<file path="src/rtl/rw_pkg.sv">
// Shared types for the read/write bus master: FSM states and queued op kinds.
// No logic and no latency of its own.
// No backpressure; type definitions only.
package rw_pkg;

    typedef enum logic {
        IDLE = 1'b0,
        REQ  = 1'b1
    } state_t;

    typedef enum logic {
        OP_READ  = 1'b0,
        OP_WRITE = 1'b1
    } op_t;

    // True when the op needs the upstream write-data qualifier before issue.
    function automatic logic needs_ready(input op_t op);
        return op == OP_WRITE;
    endfunction

endpackage

</file>
<file path="src/rtl/rw_cmd_fifo.sv">
// Command queue holding pending op kinds in arrival order; full/empty are registered.
// Push is visible at the head one cycle after the push edge.
// Push while full is dropped unless a pop happens on the same edge.
module rw_cmd_fifo
    import rw_pkg::*;
#(
    parameter int DEPTH = 4
) (
    input  logic clock,
    input  logic reset,
    input  logic push,
    input  op_t  push_op,
    input  logic pop,
    output logic full,
    output logic empty,
    output op_t  head_op
);

    localparam int PTR_W = (DEPTH > 1) ? $clog2(DEPTH) : 1;
    localparam logic [PTR_W:0] FULL_CNT = (PTR_W + 1)'(DEPTH);

    op_t              mem [DEPTH];
    logic [PTR_W-1:0] rd_ptr;
    logic [PTR_W-1:0] wr_ptr;
    logic [PTR_W:0]   count;
    logic [PTR_W:0]   count_nxt;
    logic             do_push;
    logic             do_pop;

    // A pop frees a slot on the same edge, so a push into a full queue is accepted then.
    assign do_pop  = pop && !empty;
    assign do_push = push && (!full || do_pop);
    assign head_op = mem[rd_ptr];

    // Occupancy after this edge, used to register exact full/empty flags.
    always_comb begin
        count_nxt = count;
        case ({do_push, do_pop})
            2'b10:   count_nxt = count + 1'b1;
            2'b01:   count_nxt = count - 1'b1;
            default: count_nxt = count;
        endcase
    end

    // Pointers, occupancy and status flags; pointers wrap naturally since DEPTH is a power of two.
    always_ff @(posedge clock) begin
        if (reset) begin
            rd_ptr <= '0;
            wr_ptr <= '0;
            count  <= '0;
            full   <= 1'b0;
            empty  <= 1'b1;
        end else begin
            if (do_push) wr_ptr <= wr_ptr + 1'b1;
            if (do_pop)  rd_ptr <= rd_ptr + 1'b1;
            count <= count_nxt;
            full  <= (count_nxt == FULL_CNT);
            empty <= (count_nxt == '0);
        end
    end

    // Storage needs no reset: entries are only observed while the queue is non-empty.
    always_ff @(posedge clock) begin
        if (do_push && !reset) mem[wr_ptr] <= push_op;
    end

endmodule

</file>
<file path="src/rtl/rw_bus_master.sv">
// Queues read/write commands and issues them strictly in order on a valid/ack bus.
// Op enqueued into an idle, empty master shows bus_valid one edge later; min 2 cycles per op.
// Write head waits for ready and blocks younger ops; bus_valid holds until bus_ack.
module rw_bus_master
    import rw_pkg::*;
#(
    parameter int DEPTH  = 4,
    parameter int ADDR_W = 8,
    parameter int CNT_W  = 16
) (
    input  logic              clock,
    input  logic              reset,
    input  logic              read,
    input  logic              write,
    input  logic              ready,
    output logic              bus_valid,
    output logic              bus_we,
    output logic [ADDR_W-1:0] bus_addr,
    input  logic              bus_ack,
    output logic              full,
    output logic              empty,
    output logic [CNT_W-1:0]  rd_count,
    output logic [CNT_W-1:0]  wr_count,
    output logic              err_conflict,
    output logic              err_overflow
);

    state_t            state;
    state_t            state_nxt;
    logic              enq_req;
    op_t               enq_op;
    logic              pop;
    op_t               head_op;
    logic              q_full;
    logic              q_empty;
    logic [ADDR_W-1:0] addr;
    logic [CNT_W-1:0]  rd_cnt;
    logic [CNT_W-1:0]  wr_cnt;

    // Exactly one of read/write requests an enqueue; both at once is a conflict.
    assign enq_req = read ^ write;
    assign enq_op  = write ? OP_WRITE : OP_READ;
    // The head retires only on an ack that arrives while the request is on the bus.
    assign pop     = (state == REQ) && bus_ack;

    rw_cmd_fifo #(
        .DEPTH(DEPTH)
    ) u_fifo (
        .clock  (clock),
        .reset  (reset),
        .push   (enq_req),
        .push_op(enq_op),
        .pop    (pop),
        .full   (q_full),
        .empty  (q_empty),
        .head_op(head_op)
    );

    // Issue the head when it can go; returning to IDLE on ack forces a gap between ops.
    always_comb begin
        state_nxt = state;
        case (state)
            IDLE: begin
                if (!q_empty && (!needs_ready(head_op) || ready)) state_nxt = REQ;
            end
            REQ: begin
                if (bus_ack) state_nxt = IDLE;
            end
            default: state_nxt = IDLE;
        endcase
    end

    // FSM state register; reset abandons any outstanding request.
    always_ff @(posedge clock) begin
        if (reset) state <= IDLE;
        else       state <= state_nxt;
    end

    // Address advances and the matching completion counter saturates on each retired op.
    always_ff @(posedge clock) begin
        if (reset) begin
            addr   <= '0;
            rd_cnt <= '0;
            wr_cnt <= '0;
        end else if (pop) begin
            addr <= addr + 1'b1;
            if (head_op == OP_WRITE) begin
                if (wr_cnt != '1) wr_cnt <= wr_cnt + 1'b1;
            end else begin
                if (rd_cnt != '1) rd_cnt <= rd_cnt + 1'b1;
            end
        end
    end

    // Sticky error flags, cleared only by reset.
    always_ff @(posedge clock) begin
        if (reset) begin
            err_conflict <= 1'b0;
            err_overflow <= 1'b0;
        end else begin
            if (read && write)             err_conflict <= 1'b1;
            if (enq_req && q_full && !pop) err_overflow <= 1'b1;
        end
    end

    // Outputs come straight from registered state.
    assign bus_valid = (state == REQ);
    assign bus_we    = (state == REQ) && (head_op == OP_WRITE);
    assign bus_addr  = addr;
    assign full      = q_full;
    assign empty     = q_empty;
    assign rd_count  = rd_cnt;
    assign wr_count  = wr_cnt;

endmodule

</file>
<file path="config.mk">
export PLATFORM = sky130hd
export DESIGN_NAME = rw_bus_master
export DESIGN_NICKNAME = d
export VERILOG_FILES = /design/src/rtl/rw_pkg.sv /design/src/rtl/rw_cmd_fifo.sv /design/src/rtl/rw_bus_master.sv
export SDC_FILE = /design/constraint.sdc
export NUM_CORES = 1
export LEC_CHECK = 0
export ABC_AREA = 1
export CAP_MARGIN = 20
export CORE_UTILIZATION = 30
export DETAILED_ROUTE_END_ITERATION = 10
export PLACE_DENSITY_LB_ADDON = 0.3
export SLEW_MARGIN = 5
export SYNTH_ARGS = -nofsm -noshare
export SYNTH_HDL_FRONTEND = slang
export SYNTH_HIERARCHICAL = 1
export SYNTH_SLANG_ARGS = --single-unit
</file>
<file path="constraint.sdc">
create_clock -name clock -period 2.35 [get_ports clock]
set_clock_uncertainty 0.05 [all_clocks]
set_input_delay 0.47 -clock clock [delete_from_list [all_inputs] [get_ports clock]]
set_output_delay 0.47 -clock clock [all_outputs]
set_load 0.02 [all_outputs]
</file>
==> reports/results.tsv <==
stage	metric	value	unit
outcome	status	complete, no violations	
yosys	async_flop_share	0	
yosys	syn_area	0.00324	mm2
worst_setup_path	crit_chain	clkdlybuf4s50_1 -> ha_1 -> nand2_2 -> ha_2 -> inv_2 -> fa_1 -> inv_1 -> nand2_2 -> nand3_2 -> nand2_2 -> nand2_1 -> nand2_1 -> nor2_2	
sta	maxSlewViolCount	0	
sta	timing.fmax	449	MHz
die	dieWidth	106	um
route	routed_wl	7230	um
yosys	synth_top_area_cell	dfxtp_1	
final_layout	drive_gt1_frac	0.169	
yosys	ys_types	35	
sta	slew_headroom	0.637	
placed_design	dp.cells	646	
route	drt_iter0_drc	45	
worst_setup_path	crit_fanout	3	
yosys	ys_warn_count	6	
clocking	htree_levels	3	
worst_hold_path	min_path_type	reg -> reg	
die	rows	37	
power_and_ir_drop	powerDensity	553	mW/mm2
yosys	netlist_top_cells_area	dfxtp_1, nand2_1, nor2_1	
yosys	yosys.area.top_type_share	0.334	
final_layout	antennaDiodeCount	0	
worst_setup_path	criticalPathCategory	in -> reg	
route	wl_per_cell	10.9	um
clocking	max-clock-path-buffers	2	
placed_design	port_buffers	51	
route	vias_per_cell	4.50	
worst_setup_path	crit_path_end_kind	flip-flop	
yosys	ys_ff_latch	58	
yosys	ys.flop_type	dfxtp_1	
clocking	cts_tree	done	
route	drcViolationCount	0	
die	core	0.0104	mm2
route	postRouteAntennaNets	0	
worst_setup_path	crit_top_cell	nand2_2	
yosys	syn-mean-instance-area	7.12	um2
run	maxCapViolations	0	
worst_setup_path	crit_path_start_kind	input pin	
global_route	grt_max_degree	32	
worst_setup_path	cp.required	2.58	ns
clocking	path_clk_slew	0.07	ns
clocking	numCtsBuffers	9	
global_route	grt_usage	0.139	
clocking	clock_sinks	58	
die	io_pins	52	
final_layout	final_nets	537	
sta	setup_tns	0	ns
yosys	synth_edf_count	4	
final_layout	area_delta_synth_final	29.4	%
yosys	yosys-top-cells-count	nand2_1, nor2_1, dfxtp_1	
yosys	yosysMostFrequentCell	nand2_1	
worst_setup_path	cp_slowest_cell	clkdlybuf4s50_1	
route	first_pass_iters	5	
worst_setup_path	slowest_delay	0.43	ns
clocking	clk_latency	0.34	ns
sta	period_share	0.947	
worst_setup_path	arrival	2.45	ns
sta	finalHoldViolations	0	
sta	tightest_slew	0.544	ns
placed_design	gp_congestion	0.798	
yosys	synthCells	455	
route	num_vias	2979	
die	start_util	0.311	
global_route	antenna_found_initial	0	
yosys	synth_nets	471	
power_and_ir_drop	max-vdd-ir-drop	0.000308	V
power_and_ir_drop	p_leak	1.65	nW
sta	finalSetupViolations	0	
global_route	grt_pass1_vias	2756	
yosys	ys_seq_area_frac	0.371	
global_route	grt_pass1_wl	12500	um
die	dieArea	0.0112	mm2
clocking	cts_root_buffer	clkbuf_8	
power_and_ir_drop	total_power	2.32	mW
clocking	cts_setup_buffers	0	
sta	min_period	2.23	ns
final_layout	fin_cells	662	
global_route	grt_overflow	0	
sta	rsz0062_at_grt	false	
die	dieHeight	106	um
placed_design	dp_hpwl	5400	um
[through the flow]
step / setup WS, ns / util / hold slack [ns] / instance area (um2)
after floorplan: 0.203 / - / 0.386 / 3240
after global placement: -0.165 / 0.381 / 0.404 / 3960
after detailed placement: -0.216 / 0.381 / 0.408 / 3960
after CTS: 0.0292 / 0.402 / 0.420 / 4190
after global routing: 0.00668 / 0.403 / 0.446 / 4190
final: 0.125 / 0.403 / 0.418 / 4190
[cell families after synthesis]
logic type,count (synthesis),share of synthesized area
xor+xnor,1,0.00270
buf+inv,58,0.0745
simple gates,282,0.436
flops,58,0.371
compound gates,46,0.0753
fa+ha+maj,10,0.0409
[layout make-up]
cell class                 count  area, um2
clock buffer                   9        124
clock inverter                 7       93.8
fill                        1099       6220
inverter                      52        196
multi-input combinational    339       1810
sequential                    58       1200
tap                          136        170
timing repair buffer          61        601
[cell usage in the layout, fill, tap and decap left out, drive strengths merged]
cell | Yosys | routed
nand3b | 4 | 4
fa | 1 | 1
a21oi | 29 | 29
nand3 | 29 | 29
nor3 | 8 | 8
a32oi | 1 | 1
a31oi | 2 | 2
nor2 | 116 | 116
clkinv | 1 | 4
edfxtp | 4 | 4
dfxtp | 54 | 54
bufinv | 0 | 2
and2 | 2 | 2
o21ai | 14 | 14
nor3b | 1 | 1
nand2 | 115 | 115
clkinvlp | 0 | 2
dlymetal6s2s | 0 | 1
nand4 | 7 | 7
clkdlybuf4s50 | 0 | 50
ha | 9 | 9
clkbuf | 0 | 9
xor2 | 1 | 1
buf | 6 | 10
inv | 51 | 51
[registers in the layout, indices dropped and copies added, names as in the netlist, 2 cells and up, named ones only]
register	flops
u_fifo/count	3
u_fifo/rd_ptr	2
rd_count	16
u_fifo/wr_ptr	2
bus_addr	8
wr_count	16
u_fifo/mem	4
[layer usage]
metal  global-route usage  wire (um)  vias up
met5                    0          0        -
met4               0.0565        125        0
met3               0.0276        192       10
met2                0.222       3270       45
met1                0.183       3650     1346
li1                     -          -     1578
[what timing repair did]
action | in CTS | in global routing
resized for setup | 1 | 2
hold buffers | 0 | 0
setup endpoints to repair | 1 | 2
pin swaps | 0 | 0
[path summary, 6_finish.rpt]
check	startpoint	depth (start not counted)	to	slack [ns]
setup / recovery	write	13	u_fifo/full$_SDFF_PP0_	0.12
hold / removal	u_fifo/rd_ptr[1]$_SDFFE_PP0P_	2	u_fifo/rd_ptr[1]$_SDFFE_PP0P_	0.42
setup reg to reg	bus_valid$_SDFF_PP0_	15	u_fifo/full$_SDFF_PP0_	0.41
hold reg to reg	u_fifo/rd_ptr[1]$_SDFFE_PP0P_	2	u_fifo/rd_ptr[1]$_SDFFE_PP0P_	0.42
[worst max-delay path, delay by kind of cell]
family | cells | cell delay (ns)
simple gates | 7 | 0.50
buf+inv | 3 | 0.56
fa+ha+maj | 3 | 0.92
[power breakdown]
group          switching, mW  total (mW)  internal, mW
registers             0.0269        1.05          1.02
logic                  0.147       0.251         0.104
clock network          0.425        1.02         0.594
total                  0.599        2.32          1.72
(Power assumes the default switching activity.)
